`config.mk`:
```
export PLATFORM = sky130hd
export DESIGN_NAME = dp_multicycle
export DESIGN_NICKNAME = d
export VERILOG_FILES = /design/src/rtl/dp_pkg.sv /design/src/rtl/dp_alu.sv /design/src/rtl/dp_multicycle.sv
export SDC_FILE = /design/constraint.sdc
export NUM_CORES = 2
export LEC_CHECK = 0
export BUFFER_PORTS_ARGS = -buffer_cell sky130_fd_sc_hd__buf_2
export CELL_PAD_IN_SITES_DETAIL_PLACEMENT = 0
export CELL_PAD_IN_SITES_GLOBAL_PLACEMENT = 1
export CORE_MARGIN = 2
export CORE_UTILIZATION = 51
export DETAILED_ROUTE_END_ITERATION = 16
export GPL_ROUTABILITY_DRIVEN = 0
export PLACE_DENSITY_LB_ADDON = 0.1
export SYNTH_ARGS = -nofsm -noshare
export SYNTH_HDL_FRONTEND = slang
export SYNTH_HIERARCHICAL = 1
export SYNTH_SLANG_ARGS = --single-unit
```
`constraint.sdc`:
```
create_clock -name i_clk -period 6.21 [get_ports i_clk]
set_clock_uncertainty 0.2 [all_clocks]
set_input_delay 0.3105 -clock i_clk [delete_from_list [all_inputs] [get_ports i_clk]]
set_output_delay 0.3105 -clock i_clk [all_outputs]
set_load 0.02 [all_outputs]
```
`src/rtl/dp_pkg.sv`:
```
// dp_pkg: shared encodings and immediate generator for the multi-cycle datapath.
`default_nettype none

package dp_pkg;

    localparam logic [3:0] c_ALU_ADD  = 4'd0;
    localparam logic [3:0] c_ALU_SUB  = 4'd1;
    localparam logic [3:0] c_ALU_AND  = 4'd2;
    localparam logic [3:0] c_ALU_OR   = 4'd3;
    localparam logic [3:0] c_ALU_XOR  = 4'd4;
    localparam logic [3:0] c_ALU_SLL  = 4'd5;
    localparam logic [3:0] c_ALU_SRL  = 4'd6;
    localparam logic [3:0] c_ALU_SRA  = 4'd7;
    localparam logic [3:0] c_ALU_SLT  = 4'd8;
    localparam logic [3:0] c_ALU_SLTU = 4'd9;

    localparam logic [2:0] c_IMM_I = 3'd0;
    localparam logic [2:0] c_IMM_S = 3'd1;
    localparam logic [2:0] c_IMM_B = 3'd2;
    localparam logic [2:0] c_IMM_U = 3'd3;
    localparam logic [2:0] c_IMM_J = 3'd4;

    localparam logic [1:0] c_WB_ALU = 2'd0;
    localparam logic [1:0] c_WB_MDR = 2'd1;
    localparam logic [1:0] c_WB_PC4 = 2'd2;
    localparam logic [1:0] c_WB_IMM = 2'd3;

    localparam logic [1:0] c_PC_PLUS4  = 2'd0;
    localparam logic [1:0] c_PC_IMM    = 2'd1;
    localparam logic [1:0] c_PC_BRANCH = 2'd2;
    localparam logic [1:0] c_PC_JALR   = 2'd3;

    typedef enum logic [2:0] {
        ST_FETCH   = 3'd0,
        ST_DECODE  = 3'd1,
        ST_EXECUTE = 3'd2,
        ST_MEM     = 3'd3,
        ST_WB      = 3'd4
    } state_e;

    // 32-bit sign-extended immediate; the caller widens it to XLEN.
    function automatic logic [31:0] imm_gen(input logic [31:0] ir, input logic [2:0] sel);
        logic [31:0] imm;
        case (sel)
            c_IMM_I: imm = {{20{ir[31]}}, ir[31:20]};
            c_IMM_S: imm = {{20{ir[31]}}, ir[31:25], ir[11:7]};
            c_IMM_B: imm = {{19{ir[31]}}, ir[31], ir[7], ir[30:25], ir[11:8], 1'b0};
            c_IMM_U: imm = {ir[31:12], 12'b0};
            c_IMM_J: imm = {{11{ir[31]}}, ir[31], ir[19:12], ir[20], ir[30:21], 1'b0};
            default: imm = 32'd0;
        endcase
        return imm;
    endfunction

endpackage

`default_nettype wire

```
`src/rtl/dp_alu.sv`:
```
// dp_alu: combinational ALU producing the result and {N,Z,C,V} flags.
`default_nettype none

module dp_alu
    import dp_pkg::*;
#(
    parameter int XLEN = 32
) (
    input  logic [3:0]      i_op,
    input  logic [XLEN-1:0] i_a,
    input  logic [XLEN-1:0] i_b,
    output logic [XLEN-1:0] o_result,
    output logic [3:0]      o_flags
);

    localparam int SHW = $clog2(XLEN);

    logic [XLEN:0]   w_add;
    logic [XLEN:0]   w_sub;
    logic [SHW-1:0]  w_shamt;
    logic [XLEN-1:0] w_res;
    logic            w_c;
    logic            w_v;

    always_comb begin
        w_add   = {1'b0, i_a} + {1'b0, i_b};
        // Carry out of a + ~b + 1 is the not-borrow flag.
        w_sub   = {1'b0, i_a} + {1'b0, ~i_b} + {{XLEN{1'b0}}, 1'b1};
        w_shamt = i_b[SHW-1:0];
        w_c     = 1'b0;
        w_v     = 1'b0;
        case (i_op)
            c_ALU_ADD: begin
                w_res = w_add[XLEN-1:0];
                w_c   = w_add[XLEN];
                w_v   = (i_a[XLEN-1] == i_b[XLEN-1]) && (w_res[XLEN-1] != i_a[XLEN-1]);
            end
            c_ALU_SUB: begin
                w_res = w_sub[XLEN-1:0];
                w_c   = w_sub[XLEN];
                w_v   = (i_a[XLEN-1] != i_b[XLEN-1]) && (w_res[XLEN-1] != i_a[XLEN-1]);
            end
            c_ALU_AND:  w_res = i_a & i_b;
            c_ALU_OR:   w_res = i_a | i_b;
            c_ALU_XOR:  w_res = i_a ^ i_b;
            c_ALU_SLL:  w_res = i_a << w_shamt;
            c_ALU_SRL:  w_res = i_a >> w_shamt;
            c_ALU_SRA:  w_res = $signed(i_a) >>> w_shamt;
            c_ALU_SLT:  w_res = {{(XLEN-1){1'b0}}, ($signed(i_a) < $signed(i_b))};
            c_ALU_SLTU: w_res = {{(XLEN-1){1'b0}}, (i_a < i_b)};
            default:    w_res = i_b;
        endcase
        o_result = w_res;
        o_flags  = {w_res[XLEN-1], (w_res == '0), w_c, w_v};
    end

endmodule

`default_nettype wire

```
`src/rtl/dp_multicycle.sv`:
```
// dp_multicycle: five-state multi-cycle datapath with a shared req/ready memory port.
`default_nettype none

module dp_multicycle
    import dp_pkg::*;
#(
    parameter int             XLEN     = 32,
    parameter int             NREG     = 32,
    parameter int             ADDR_W   = 32,
    parameter logic [ADDR_W-1:0] RESET_PC = '0
) (
    input  logic              i_clk,
    input  logic              i_rst_n,
    output logic              o_mem_req,
    output logic              o_mem_we,
    output logic [ADDR_W-1:0] o_mem_addr,
    output logic [XLEN-1:0]   o_mem_wdata,
    input  logic [XLEN-1:0]   i_mem_rdata,
    input  logic              i_mem_ready,
    input  logic              i_reg_write,
    input  logic              i_alu_src,
    input  logic [3:0]        i_alu_op,
    input  logic              i_mem_read,
    input  logic              i_mem_write,
    input  logic [1:0]        i_wb_sel,
    input  logic [1:0]        i_pc_src,
    input  logic [2:0]        i_imm_sel,
    output logic [31:0]       o_inst_out,
    output logic [3:0]        o_status_flag,
    output logic [XLEN-1:0]   o_final_out,
    output logic [2:0]        o_state_out,
    output logic              o_retire
);

    localparam int IDX_W = $clog2(NREG);

    state_e            r_state;
    logic [ADDR_W-1:0] r_pc;
    logic [31:0]       r_ir;
    logic [XLEN-1:0]   r_a, r_b, r_imm, r_aluout, r_mdr;
    logic [3:0]        r_status;
    logic              r_mem_req, r_mem_we, r_retire;
    logic [XLEN-1:0]   r_rf [NREG];

    logic [IDX_W-1:0]  w_rs1, w_rs2, w_rd;
    logic [XLEN-1:0]   w_imm, w_alu_b, w_alu_res, w_final;
    logic [3:0]        w_alu_flags;
    logic [ADDR_W-1:0] w_pc4, w_pc_imm, w_pc_next, w_addr_sel;

    assign w_rs1 = r_ir[15 +: IDX_W];
    assign w_rs2 = r_ir[20 +: IDX_W];
    assign w_rd  = r_ir[7 +: IDX_W];
    assign w_imm = XLEN'($signed(imm_gen(r_ir, i_imm_sel)));
    assign w_alu_b = i_alu_src ? r_imm : r_b;

    dp_alu #(.XLEN(XLEN)) u_alu (
        .i_op     (i_alu_op),
        .i_a      (r_a),
        .i_b      (w_alu_b),
        .o_result (w_alu_res),
        .o_flags  (w_alu_flags)
    );

    always_comb begin
        w_pc4    = r_pc + ADDR_W'(4);
        w_pc_imm = r_pc + ADDR_W'(r_imm);
        case (i_pc_src)
            c_PC_PLUS4:  w_pc_next = w_pc4;
            c_PC_IMM:    w_pc_next = w_pc_imm;
            c_PC_BRANCH: w_pc_next = r_status[2] ? w_pc_imm : w_pc4;
            default:     w_pc_next = ADDR_W'(r_aluout) & ~ADDR_W'(1);
        endcase
        case (i_wb_sel)
            c_WB_ALU: w_final = r_aluout;
            c_WB_MDR: w_final = r_mdr;
            c_WB_PC4: w_final = XLEN'(w_pc4);
            default:  w_final = r_imm;
        endcase
        w_addr_sel = (r_state == ST_MEM) ? ADDR_W'(r_aluout) : r_pc;
    end

    always_ff @(posedge i_clk or negedge i_rst_n) begin
        if (!i_rst_n) begin
            r_state   <= ST_FETCH;
            r_pc      <= RESET_PC;
            r_ir      <= '0;
            r_a       <= '0;
            r_b       <= '0;
            r_imm     <= '0;
            r_aluout  <= '0;
            r_mdr     <= '0;
            r_status  <= '0;
            r_mem_req <= 1'b0;
            r_mem_we  <= 1'b0;
            r_retire  <= 1'b0;
            for (int i = 0; i < NREG; i++) r_rf[i] <= '0;
        end else begin
            r_retire <= 1'b0;
            case (r_state)
                ST_FETCH: begin
                    // Raises the request on the first cycle after reset; later fetches arrive with it set.
                    r_mem_req <= 1'b1;
                    if (r_mem_req && i_mem_ready) begin
                        r_ir      <= i_mem_rdata[31:0];
                        r_mem_req <= 1'b0;
                        r_state   <= ST_DECODE;
                    end
                end
                ST_DECODE: begin
                    r_a     <= r_rf[w_rs1];
                    r_b     <= r_rf[w_rs2];
                    r_imm   <= w_imm;
                    r_state <= ST_EXECUTE;
                end
                ST_EXECUTE: begin
                    r_aluout <= w_alu_res;
                    r_status <= w_alu_flags;
                    if (i_mem_read || i_mem_write) begin
                        r_mem_req <= 1'b1;
                        r_mem_we  <= i_mem_write;
                        r_state   <= ST_MEM;
                    end else begin
                        r_retire <= 1'b1;
                        r_state  <= ST_WB;
                    end
                end
                ST_MEM: begin
                    if (i_mem_ready) begin
                        if (!r_mem_we) r_mdr <= i_mem_rdata;
                        r_mem_req <= 1'b0;
                        r_mem_we  <= 1'b0;
                        r_retire  <= 1'b1;
                        r_state   <= ST_WB;
                    end
                end
                ST_WB: begin
                    if (i_reg_write && (w_rd != '0)) r_rf[w_rd] <= w_final;
                    r_pc      <= w_pc_next;
                    r_mem_req <= 1'b1;
                    r_state   <= ST_FETCH;
                end
                default: begin
                    r_mem_req <= 1'b0;
                    r_state   <= ST_FETCH;
                end
            endcase
        end
    end

    assign o_mem_req     = r_mem_req;
    assign o_mem_we      = r_mem_we;
    assign o_mem_addr    = {w_addr_sel[ADDR_W-1:2], 2'b00};
    assign o_mem_wdata   = r_b;
    assign o_inst_out    = r_ir;
    assign o_status_flag = r_status;
    assign o_final_out   = w_final;
    assign o_state_out   = r_state;
    assign o_retire      = r_retire;

endmodule

`default_nettype wire

```
Yosys cells after proc, flatten, opt, wreduce, memory -nomap -nowiden. Index checks and enable logic that the tools add are counted.

$add $sub $neg: 5. Magnitude comparators: 6. Equal/unequal tests: 28. Shift operators: 3. Mux-type cells: 31. Bitwise logic cells: 9. Reduce and logical (&&, ||, !) cells: 20.

Operators by type and width (count): 1024-bit bitwise mux (1); 32-bit binary-select mux with 5-bit select (2); 32-bit one-hot mux with 10 select lines (1); 32-bit 2-to-1 mux (8); 32-bit one-hot mux with 3 select lines (2); 32-bit demux with 5-bit select (1); 32-bit one-hot mux with 5 select lines (1); 32-bit by 32-bit adder with 33-bit output (2); 32-bit less-than comparator (2); 33-bit by 1-bit adder with 33-bit output, second input constant (1); 32-bit by 3-bit adder with 32-bit output, second input constant (1); 32-bit adder (1); 32-bit AND (1); 32-bit logical NOT (1); 32-bit inverter (1); 32-bit OR (1); 32-bit by 5-bit << shifter with 32-bit output (1); 32-bit by 5-bit >> shifter with 32-bit output (1); 32-bit by 5-bit >>> shifter with 32-bit output (1); 32-bit XOR (1); 6-bit >= comparator, second input constant (3); 5-bit inverter with 6-bit output (3); 4-bit by 3-bit equality test with 1-bit output, second input constant (4); 3-bit by 2-bit equality test with 1-bit output, second input constant (4); other kinds (26) (57).

Flip-flop bits (word level): 1258. Input bits: 50. Logic and storage cells: 146.

Longest topological paths before layout.
Word-level depth: 7. Depth in mapped cells: 20. Depth with buffers taken out: 16.

Cells and area by module. Netlist, hierarchy kept.

Modules (own cells, without submodules): dp_multicycle (instances 1, cells each 5652, area each 64858.5 sq um); dp_alu (instances 1, cells each 1496, area each 10176.0 sq um).

Worst setup path after synthesis. Ideal clock, no wire load.

Path type: input to register. Start: input i_alu_src. End: register r_status[2] (netlist: o_status_flag[2]). Setup time: 0.065 ns. Arrival time: 5.613 ns. Data required time: 5.945 ns. Slack: 0.332 ns. Cell stages on the path: 19. Buffers on the path: 5. Cells stage by stage: clkbuf_1 -> buf_1 -> mux2_2 -> inv_1 -> buf_2 -> buf_1 -> clkbuf_1 -> ha_1 -> or2_1 -> a2111o_1 -> a211oi_1 -> nor2_1 -> a211o_1 -> a21o_1 -> o31ai_1 -> o221ai_1 -> or4_1 -> nor3_2 -> mux2_2.

Cells in the longest elaborated chain, start to end: 6. Elaborated cells between the ends (all ways): 15. Classes of those cells: add/sub: 3; order compare: 2; shift: 3; mux: 2; bitwise: 4; reduce/logical: 1.

Ends and longest elaborated chain: from (decl) (line dp_multicycle.sv:21) `input logic i_alu_src,`; 32-bit 2-to-1 mux (*) (line dp_multicycle.sv:54) `assign w_alu_b = i_alu_src ? r_imm : r_b;`; net w_alu_b[1] (line dp_multicycle.sv:46) `logic [XLEN-1:0] w_imm, w_alu_b, w_alu_res, w_final;`; 32-bit inverter (line dp_alu.sv:28) `w_sub = {1'b0, i_a} + {1'b0, ~i_b} + {{XLEN{1'b0}}, 1'b1};`; 32-bit by 32-bit adder with 33-bit output (line dp_alu.sv:28); 33-bit by 1-bit adder with 33-bit output (line dp_alu.sv:28); 32-bit one-hot mux with 10 select lines (*) (line dp_alu.sv:32) `case (i_op)`; net w_alu_flags[3] (line dp_multicycle.sv:47) `logic [3:0] w_alu_flags;`; 32-bit logical NOT (*) (line dp_alu.sv:54) `o_flags = {w_res[XLEN-1], (w_res == '0), w_c, w_v};`; net w_alu_flags[2] (line dp_multicycle.sv:47); to (signal assigned) (line dp_multicycle.sv:117) `r_status <= w_alu_flags;`; to (decl) (line dp_multicycle.sv:41) `logic [3:0] r_status;`.

Mark *: on every way through the listed nets, which the timed path passes. The rest lies on a longest branch. A chain may end at the register's enable or synchronous reset.

Worst setup path in the final report.
Start: register r_b[0] (netlist: o_mem_wdata[0]). End: register r_status[2] (netlist: o_status_flag[2]).

Cells in the longest elaborated chain, start to end: 6. Elaborated cells between the ends (all ways): 15. Classes of those cells: add/sub: 3; order compare: 2; shift: 3; mux: 2; bitwise: 4; reduce/logical: 1.

Ends and longest elaborated chain: from (decl) (line dp_multicycle.sv:40) `logic [XLEN-1:0] r_a, r_b, r_imm, r_aluout, r_mdr;`; from (signal assigned) (line dp_multicycle.sv:111) `r_b <= r_rf[w_rs2];`; 32-bit 2-to-1 mux (*) (line dp_multicycle.sv:54); net w_alu_b[0] (line dp_multicycle.sv:46); 32-bit inverter (line dp_alu.sv:28); 32-bit by 32-bit adder with 33-bit output (line dp_alu.sv:28); 33-bit by 1-bit adder with 33-bit output (line dp_alu.sv:28); 32-bit one-hot mux with 10 select lines (*) (line dp_alu.sv:32); 32-bit logical NOT (*) (line dp_alu.sv:54); net w_alu_flags[2] (line dp_multicycle.sv:47).

Marks and branches as above.

==> results.toml <==
[clock_network]
path_clk_slew_ps = 60
cts_tree = "built"
clockRootBuffer = "clkbuf_16"
htree_levels = 4
clock_latency_ps = 820
post_cts_resized = 0
cts_buffers = 144
cts.path.max_buffers = 3
clkSinkCount = 1258

[synthesis]
synth_top_family_by_area = "multiplexers"
ys.flop_type = "dfrtp_1"
netlist_instances = 7148
synth_fa_ha_area_share_pct = 2.28
async_reset_ff_share_pct = 100
ys_seq_area_share_pct = 42.0
syn_avg_cell_area_sq_um = 10.5
netlist_area_sq_um = 75000
synthXorXnorAreaFrac_pct = 0.839
synth_seq_cells = 1258
synth_top_cell_by_area = "dfrtp_1"
synthMuxAreaShare_pct = 24.9
synth_cell_types = 107
synth.top_cell.area_share_pct = 42.0
synth_common_cells = "nand2_1, dfrtp_1, o21ai_0"
yosys.area_share.simple_pct = 11.1
synthTopCellsByArea = "dfrtp_1, mux4_2, o21ai_0, nand2_1, mux2_2"
yosysMostFrequentCell = "nand2_1"
synth_compound_area_share_pct = 14.5
synth-edff-count = 0
yosys_warnings = 6

[critical_path]
worst-setup-path-type = "reg -> reg"
cp_max_fo = 25
end_kind = "flip-flop"
cpLargestDelayFamily = "compound AO/OA/AOI/OAI gates"
slowest_delay_ps = 820
cp_data_required_time_ps = 6750
crit_slowest_cell = "a2111oi_0"
crit_chain = "mux2_4 -> buf_4 -> buf_12 -> mux2_2 -> mux2i_1 -> a221oi_1 -> a2111oi_0 -> buf_4 -> o31ai_1 -> nor3_1 -> o32ai_1 -> or4_1 -> nor4_2 -> o211ai_1 -> nor3_2 -> mux2_2"
path_buf_inv = 3
critPathLaunchType = "flip-flop"
arrival_ps = 6060

[floorplanning]
rows = 140
chipHeight_microns = 388
die_w_microns = 388
die-area_sq_um = 150000
core_sq_um = 146000
initial_core_util_pct = 51.4
io-pin-count = 188

[detailed_routing]
routed_wl_microns = 287000
drtIter0Drc = 8125
drcViolationCount = 0
ant_nets = 0
vias = 61100
vias_per_cell = 6.73
dr.pass1.iters = 9
wl_per_cell_microns = 31.6

[grt]
met1_usage_pct = 52.7
top_usage_layer = "met2"
grt_pass1_wl_microns = 419000
antenna_found_initial = 24
grt_max_degree = 178
grt-ovfl-total = 0
globalRouteMet3Util_pct = 9.44
grt_pass1_vias = 58500
grt_util_all_layers_pct = 38.2
grt_use_met2_pct = 56.5

[power_and_ir_drop]
ir_drop_mv = 0.330
powerDensity_nw_per_um2 = 441
power_w = 0.0367
netSwitchingPower_w = 0.0159
total_leakage_power_nw = 35.4
p_clk_share_pct = 23.4
comb_power_share_pct = 43.4
swShare_pct = 43.5
seqPwrFrac_pct = 33.2
intPower_w = 0.0207

[place]
io_buffer_count = 185
dp_cells = 8762
place_hpwl_microns = 187000

[run_status]
status = "finished clean"

[sta]
worst_slew_pin_slew_ps = 1200
setup_viol = 0
hold_violations = 0
drv_slew = 0
fmax_mhz = 181
hold_ws_ps = 102
rsz0062_at_grt = "no"
fin_crit_ps = 5520
fin_tns_setup_ps = 0
relSlewSlack_pct = 19.7
post-route-period-util_pct = 88.8

[layout]
final_cells = 9073
multiInputGateArea_sq_um = 40700
nFillCells = 12600
synthToLayoutAreaGrowth_pct = 10.8
layout.nets = 7223
seqCellArea_sq_um = 31500
post_route_cells_drive_above_1_share_pct = 22.0

[min_path]
hold_path_class = "in -> reg"

[flow_run]
cap_violations = 0
worst paths after layout:
check / from / end / slack (ps) / cells past startpoint
setup / recovery: o_mem_wdata[0] / o_status_flag[2] / 690 / 16
min in group asynchronous: i_rst_n / r_rf[653] / 430 / 3
hold / removal: i_mem_rdata[29] / o_inst_out[29] / 100 / 3
hold reg to reg: r_rf[997] / r_rf[997] / 190 / 0
setup reg to reg: o_mem_wdata[0] / o_status_flag[2] / 690 / 16
max in group asynchronous: i_rst_n / r_rf[674] / 4050 / 4
area by class of cell:
class | instances | area share (%)
inverters | 152 | 0.686
clock buffers | 212 | 5.04
well taps | 1917 | 2.89
flip-flops and latches | 1258 | 37.9
multi-input cells | 5063 | 48.9
clock inverters | 46 | 0.668
repair buffers | 419 | 3.86
diodes | 6 | 0.0181
metal layers:
layer | vias up | routed length [microns]
met5 | - | 159
met4 | 22 | 17100
met3 | 864 | 28300
met2 | 3373 | 127000
met1 | 30800 | 115000
li1 | 26000 | -
layout by cell type (no fill, tap or decap), types with 132 or more instances in the layout:
cell / instances
nand2_1: 1385
clkbuf_16: 146
buf_2: 183
a21oi_1: 193
dfrtp_1: 1248
o21ai_0: 1063
o21ai_1: 142
mux4_2: 671
buf_4: 158
mux2_2: 180
inv_1: 146
nor2_1: 224
mux2i_1: 142
ha_1: 132
power by group through the flow:
stage                     sequential [W]  combinational, W  clock (W)
after global routing              0.0123            0.0169    0.00904
after detailed placement          0.0122            0.0156          0
after global placement            0.0121            0.0155          0
final                             0.0122            0.0159    0.00859
after floorplan                   0.0107            0.0111          0
after CTS                         0.0121            0.0156    0.00870
what timing repair did:
| item | 4_1_cts | 5_1_grt |
|---|---|---|
| hold endpoints to repair | 501 | 0 |
| hold buffers | 47 | 0 |
| setup buffers | 0 | 0 |
state kept, by name (all words and copies together) (netlist names), 4 cells and up:
signal,cells
r_pc,32
r_imm,32
r_rf,1024
r_aluout,32
o_status_flag,4
o_inst_out,32
r_a,32
o_mem_wdata,32
r_mdr,32
worst register-to-register path, cell delays in order, from the launching register on:
cell and delay, ps:
dfrtp_1 420, mux2_4 510, buf_4 290, buf_12 220, mux2_2 410, mux2i_1 340
a221oi_1 210, a2111oi_0 820, buf_4 240, o31ai_1 80, nor3_1 290, o32ai_1 150
or4_1 430, nor4_2 320, o211ai_1 200, nor3_2 170, mux2_2 160
kinds of logic after synthesis:
logic type / count (synthesis)
buffers and inverters: 828
xor gates and xnor gates: 71
adders and majority gates: 135
other: 1
AOI/OAI and AO/OA: 1890
muxes: 1006
and+or+nand+nor: 1959
DFF: 1258
per-stage QoR:
stage / area (sq um) / util, % / worst slack (ps)
global route: 83100 / 56.9 / 493
finish: 83100 / 57.0 / 694
global placement: 77900 / 53.4 / 730
floorplan: 75000 / - / 332
CTS: 83100 / 56.9 / 858
detailed placement: 77900 / 53.4 / 667
No activity file was read; power rests on OpenSTA's default activity.
